$ cat src/rtl/mips_dmem_ctrl.sv
// mips_dmem_ctrl: wait-state data-memory controller for the pipelined MIPS core.
// It wraps a DEPTH_WORDS x 32 word array and supports byte/half/word loads and
// stores, with sign or zero extension on sub-word loads. Misaligned, reserved-size
// and out-of-range accesses are rejected with err.
//
// Ports:
//   clk          rising-edge clock
//   reset        synchronous, active-low
//   req          access request, held by the core until ack
//   we           1 = store, 0 = load
//   size         00 byte, 01 half, 10 word, 11 reserved
//   unsigned_ld  zero-extend sub-word loads when 1
//   addr         byte address
//   wdata        right-aligned store data
//   rdata        registered load result (valid with ack, held until next load/error)
//   ack          one-cycle completion pulse
//   err          rejected-access flag, valid with ack
//   stall        combinational hold for the MEM stage: req & (state != RESP)
module mips_dmem_ctrl #(
    parameter int unsigned DEPTH_WORDS = 64,
    parameter int unsigned WAIT_STATES = 2
) (
    input  logic        clk,
    input  logic        reset,
    input  logic        req,
    input  logic        we,
    input  logic [1:0]  size,
    input  logic        unsigned_ld,
    input  logic [31:0] addr,
    input  logic [31:0] wdata,
    output logic [31:0] rdata,
    output logic        ack,
    output logic        err,
    output logic        stall
);

    localparam int unsigned AW = $clog2(DEPTH_WORDS);
    localparam logic [2:0] CNT_INIT = (WAIT_STATES == 0) ? 3'd0 : 3'(WAIT_STATES - 1);

    typedef enum logic [1:0] {IDLE, WAIT, RESP} state_t;

    state_t      state, next_state;
    logic [2:0]  cnt;

    logic        l_we;
    logic [1:0]  l_size;
    logic        l_uns;
    logic [31:0] l_addr;
    logic [31:0] l_wdata;

    logic [31:0] mem [DEPTH_WORDS];

    logic          a_we;
    logic [1:0]    a_size;
    logic          a_uns;
    logic [31:0]   a_addr;
    logic [31:0]   a_wdata;
    logic          a_err;
    logic [AW-1:0] a_idx;
    logic [3:0]    a_be;
    logic [31:0]   a_wword;
    logic [31:0]   a_rword;
    logic [7:0]    a_byte;
    logic [15:0]   a_half;
    logic [31:0]   a_ldval;
    logic          commit;

    // The access being processed: live inputs while IDLE, latched copy afterwards.
    // With zero wait states the commit edge is also the latch edge, so the commit
    // path must see the inputs directly rather than the not-yet-written latches.
    always_comb begin
        if (state == IDLE) begin
            a_we    = we;
            a_size  = size;
            a_uns   = unsigned_ld;
            a_addr  = addr;
            a_wdata = wdata;
        end else begin
            a_we    = l_we;
            a_size  = l_size;
            a_uns   = l_uns;
            a_addr  = l_addr;
            a_wdata = l_wdata;
        end
    end

    // Error detection, lane enables and load extraction for the current access.
    always_comb begin
        a_err = 1'b0;
        case (a_size)
            2'b00:   a_err = 1'b0;
            2'b01:   if (a_addr[0]) a_err = 1'b1;
            2'b10:   if (a_addr[1:0] != 2'b00) a_err = 1'b1;
            default: a_err = 1'b1;
        endcase
        if (|a_addr[31:2+AW]) a_err = 1'b1;

        a_idx   = a_addr[2 +: AW];
        a_be    = '0;
        a_wword = '0;
        case (a_size)
            2'b00: begin
                a_be    = 4'b0001 << a_addr[1:0];
                a_wword = {4{a_wdata[7:0]}};
            end
            2'b01: begin
                a_be    = a_addr[1] ? 4'b1100 : 4'b0011;
                a_wword = {2{a_wdata[15:0]}};
            end
            2'b10: begin
                a_be    = '1;
                a_wword = a_wdata;
            end
            default: begin
                a_be    = '0;
                a_wword = '0;
            end
        endcase

        a_rword = mem[a_idx];
        a_byte  = a_rword[{a_addr[1:0], 3'b000} +: 8];
        a_half  = a_rword[{a_addr[1], 4'b0000} +: 16];
        case (a_size)
            2'b00:   a_ldval = a_uns ? {24'b0, a_byte} : {{24{a_byte[7]}}, a_byte};
            2'b01:   a_ldval = a_uns ? {16'b0, a_half} : {{16{a_half[15]}}, a_half};
            default: a_ldval = a_rword;
        endcase
    end

    // Next-state logic.
    always_comb begin
        next_state = state;
        case (state)
            IDLE: begin
                if (req) begin
                    if (WAIT_STATES == 0) next_state = RESP;
                    else                  next_state = WAIT;
                end
            end
            WAIT:    if (cnt == 3'd0) next_state = RESP;
            RESP:    next_state = IDLE;
            default: next_state = IDLE;
        endcase
    end

    assign commit = (state != RESP) && (next_state == RESP);

    // State register, wait counter and request latches.
    always_ff @(posedge clk) begin
        if (!reset) begin
            state   <= IDLE;
            cnt     <= '0;
            l_we    <= 1'b0;
            l_size  <= '0;
            l_uns   <= 1'b0;
            l_addr  <= '0;
            l_wdata <= '0;
        end else begin
            state <= next_state;
            if (state == IDLE && req) begin
                l_we    <= we;
                l_size  <= size;
                l_uns   <= unsigned_ld;
                l_addr  <= addr;
                l_wdata <= wdata;
                cnt     <= CNT_INIT;
            end else if (state == WAIT && cnt != 3'd0) begin
                cnt <= cnt - 3'd1;
            end
        end
    end

    // Load result register: cleared on error, untouched by a good store.
    always_ff @(posedge clk) begin
        if (!reset) begin
            rdata <= '0;
        end else if (commit) begin
            if (a_err)      rdata <= '0;
            else if (!a_we) rdata <= a_ldval;
        end
    end

    // Word array: not reset; a reset on the commit edge suppresses the write.
    always_ff @(posedge clk) begin
        if (reset && commit && a_we && !a_err) begin
            for (int unsigned k = 0; k < 4; k++) begin
                if (a_be[k]) mem[a_idx][8*k +: 8] <= a_wword[8*k +: 8];
            end
        end
    end

    // Outputs.
    always_comb begin
        ack   = (state == RESP);
        err   = (state == RESP) && a_err;
        stall = req && (state != RESP);
    end

endmodule

$ cat config.mk
export PLATFORM = sky130hd
export DESIGN_NAME = mips_dmem_ctrl
export DESIGN_NICKNAME = d
export VERILOG_FILES = /design/src/rtl/mips_dmem_ctrl.sv
export SDC_FILE = /design/constraint.sdc
export NUM_CORES = 2
export LEC_CHECK = 0
export CAP_MARGIN = 20
export CORE_UTILIZATION = 25
export DETAILED_ROUTE_END_ITERATION = 8
export GPL_ROUTABILITY_DRIVEN = 0
export GPL_TIMING_DRIVEN = 0
export MAX_ROUTING_LAYER = met4
export PLACE_DENSITY_LB_ADDON = 0.1
export SETUP_SLACK_MARGIN = 0.3
export SLEW_MARGIN = 20
export SYNTH_ARGS = -nofsm -noshare
export SYNTH_HDL_FRONTEND = slang
export SYNTH_SLANG_ARGS = --single-unit
$ cat constraint.sdc
create_clock -name clk -period 8 [get_ports clk]
set_input_delay 1.6 -clock clk [delete_from_list [all_inputs] [get_ports clk]]
set_output_delay 1.6 -clock clk [all_outputs]
set_load 0.005 [all_outputs]
==> impl_metrics.yaml <==
global_route:
  grt_pass1_wl_um: 708000
  antenna_found_initial: 93
  first_global_vias: 59730
  grt_start_max_net_pins: 39
  grt.overflow.total: 0
  grt_usage: 0.346
drt:
  dr.pass1.iters: 6
  vias_per_cell: 6.01
  num_vias: 67123
  drc: 0
  ant_nets: 0
  drt-initial-drc-count: 13736
  routed_wirelength_um: 576000
  drt-wirelength-per-cell_um: 51.6
logic_synthesis:
  synth.area.mux_share: 0.0110
  synth_xor_xnor_area_share: 0.000105
  synth_top_family_by_area: "compound AO/OA/AOI/OAI gates"
  syn-num-nets: 5801
  synth_compound_area_frac: 0.122
  synth_ff_type: "edfxtp_1"
  synthArstFlopShare: 0
  yosysWarnings: 0
  netlist_instances: 5728
  syn_area_sq_um: 83300
  seq_area_frac_synth: 0.764
  yosys.area_share.simple: 0.0777
  synth_fa_ha_area_frac: 0.000300
  yosysUniqueCellTypes: 90
  syn_avg_cell_area_sq_um: 14.5
  ys_seq_elements: 2153
  synth_edf_count: 2048
sta:
  finalHoldViolCount: 0
  fin_skew_ns: 0.114
  max_freq_ghz: 0.123
  setup_tns_ns: -0.280
  slew_headroom: 0.104
  setup_ws_ns: -0.136
  hold_slack_ns: 0.454
  fin_crit_ns: 8.14
  finalSetupViolCount: 4
  rsz0062_at_grt: "false"
  worstMarginPinSlew_ns: 1.34
  fin_crit_sh: 1.02
  slew_viol_final: 0
die:
  rows: 211
  io_pins: 106
  fp.dieW_um: 579
  core_sq_um: 331000
  fp.dieH_um: 579
  start_util: 0.252
  die-area_sq_um: 335000
worst_setup_path:
  critPathMaxStageDelay_ns: 0.88
  critPathCaptureType: "register"
  path_buf_inv: 5
  rr_endpoint: "rdata[2]"
  crit_family: "buffers and inverters"
  r2r_setup_slack_ns: 0.52
  startpoint: "addr[2]"
  cp-endpoint: "rdata[2]"
  crit_cells: 14
  critPathKind: "in -> reg"
  r2r_start: "state[0]"
  reg2regPathDepth: 13
  cp_common_cell: "buf_2"
  slowest_stage: "clkdlybuf4s50_1"
  crit_chain: "clkdlybuf4s50_1 > nor2_1 > mux2i_4 > buf_2 > buf_2 > buf_4 > buf_2 > o221ai_1 > a22oi_1 > o32ai_1 > a21oi_1 > nand3_1 > a211o_1 > o22ai_1"
  cp-start-kind: "input pin"
  cp.required_ns: 8.82
  critical_path_arrival_ns: 8.96
  worst-path-max-fanout: 12
power_and_ir_drop:
  power.density_nw_per_um2: 279
  vdd_ir_drop_max_v: 0.000184
  p_leak_uw: 0.0337
  power_uw: 29500
clocking:
  clk_path_buf_depth: 4
  cts_buffers: 245
  clk_pin_slew_ns: 0.07
  cts_tree: "yes"
  clock_sinks: 2153
  hold_buffers: 0
  cts_root_buffer: "clkbuf_16"
  clk_latency_ns: 0.99
  h-tree-depth: 4
place:
  placedCellCount: 10662
  place_area_sq_um: 98000
  io_buffer_count: 104
  dp_hpwl_um: 419000
finish:
  final_common_cell: "edfxtp_1"
  area_growth_pct: 27.0
  fin_cells: 11164
  drive_gt1_frac: 0.224
  fill_cells: 32561
  design_area_sq_um: 106000
  layout_common_cells: "edfxtp_1 (2048), nand2_1 (679), o22ai_1 (589), a21oi_1 (282), buf_4 (263)"
  nets: 6621
status:
  status: "finished with violations"
  violations: "setup timing"
min_path:
  hp-class: "reg -> reg"
run:
  maxCapViolations: 0
-- cell usage after synthesis, types with 14 or more instances --
master / n / area, sq um
nor2_1: 316 / 1190
buf_4: 31 / 233
buf_2: 180 / 901
dfxtp_1: 105 / 2100
a31oi_1: 81 / 507
a221oi_1: 15 / 131
a311oi_1: 17 / 149
o221ai_1: 82 / 718
nor4_1: 39 / 244
edfxtp_1: 2048 / 61500
nand2b_1: 14 / 87.6
nor3_1: 243 / 1220
o21ai_0: 178 / 891
a21oi_1: 284 / 1420
clkbuf_1: 152 / 571
and3_1: 15 / 93.8
o22ai_1: 597 / 3730
a32oi_1: 55 / 482
buf_1: 55 / 206
nand3_1: 95 / 475
nand2_1: 683 / 2560
a211oi_1: 29 / 218
o211ai_1: 40 / 300
a22oi_1: 27 / 203
mux2i_1: 75 / 751
-- routing by layer --
metal / part of all wire / vias up / wire, um / track usage
li1: - / 24486 / - / -
met1: 0.38 / 35317 / 218000 / 0.425
met4: 0.084 / 0 / 48500 / 0.239
met5: 0 / - / 0 / -
met2: 0.42 / 5900 / 240000 / 0.483
met3: 0.12 / 1420 / 70300 / 0.110
-- sequential cells by signal, indices dropped and copies added (netlist names) --
name,flops
l_addr,32
l_we,1
l_wdata,32
state,2
l_uns,1
l_size,2
mem,2048
cnt,3
rdata,32
-- worst register-to-register path, stage by stage, from the launching register on --
cell	delay (ns)
dfxtp_1	0.42
nor2_2	0.80
mux2i_4	0.71
buf_2	0.73
buf_2	0.74
buf_4	0.58
buf_2	0.72
o221ai_1	0.28
a22oi_1	0.42
o32ai_1	0.34
a21oi_1	0.23
nand3_1	0.80
a211o_1	0.56
o22ai_1	0.11
-- cell type report --
type	instances	area, sq um	area share
repair buffers	573	7320	0.0692
clock inverters	145	1190	0.0113
flip-flops and latches	2153	63600	0.601
clock buffers	287	6310	0.0596
plain buffers	430	2220	0.0210
multi-input cells	3136	19500	0.184
inverters	9	33.8	0.000319
diodes	65	163	0.00154
well taps	4366	5460	0.0516
-- per-stage QoR --
step / util / setup slack (ns)
2_1_floorplan: - / 2.23
3_3_place_gp: 0.271 / -5.09
3_5_place_dp: 0.296 / -1.85
4_1_cts: 0.319 / 0.322
5_1_grt: 0.320 / 0.337
6_report: 0.320 / -0.136
-- worst min path at each step --
stage,endpoint,cells past startpoint,from
floorplan,l_wdata[0],2,l_wdata[0]
global placement,l_wdata[12],2,l_wdata[12]
detailed placement,l_addr[28],2,l_addr[28]
CTS,l_wdata[14],2,l_wdata[14]
global route,l_wdata[21],2,l_wdata[21]
finish,l_wdata[14],2,l_wdata[14]
-- what timing repair did --
item                                    in CTS  in global routing
pin swaps                                    3                  0
endpoints found under the setup margin      15                  3
cloned                                       0                  0
setup buffers                                4                  0
resized for setup                           10                  4
-- power breakdown --
part | leakage [uW] | switching [uW] | internal, uW | total (uW)
combinational | 0.0106 | 4420 | 1180 | 5600
sequential | 0.0195 | 20.0 | 12800 | 12800
clock | 0.00367 | 4960 | 6130 | 11100
-- cells by family (layout without fill, tap and decap cells) --
| kind of cell | after synthesis | after routing |
|---|---|---|
| other cells | 0 | 65 |
| compound gates | 1560 | 1560 |
| xor+xnor | 1 | 1 |
| flops | 2153 | 2153 |
| simple gates | 1486 | 1486 |
| buf+inv | 439 | 1444 |
| fa+ha+maj | 2 | 2 |
| mux | 87 | 87 |
Note: power is estimated with default switching activity, not from simulation.
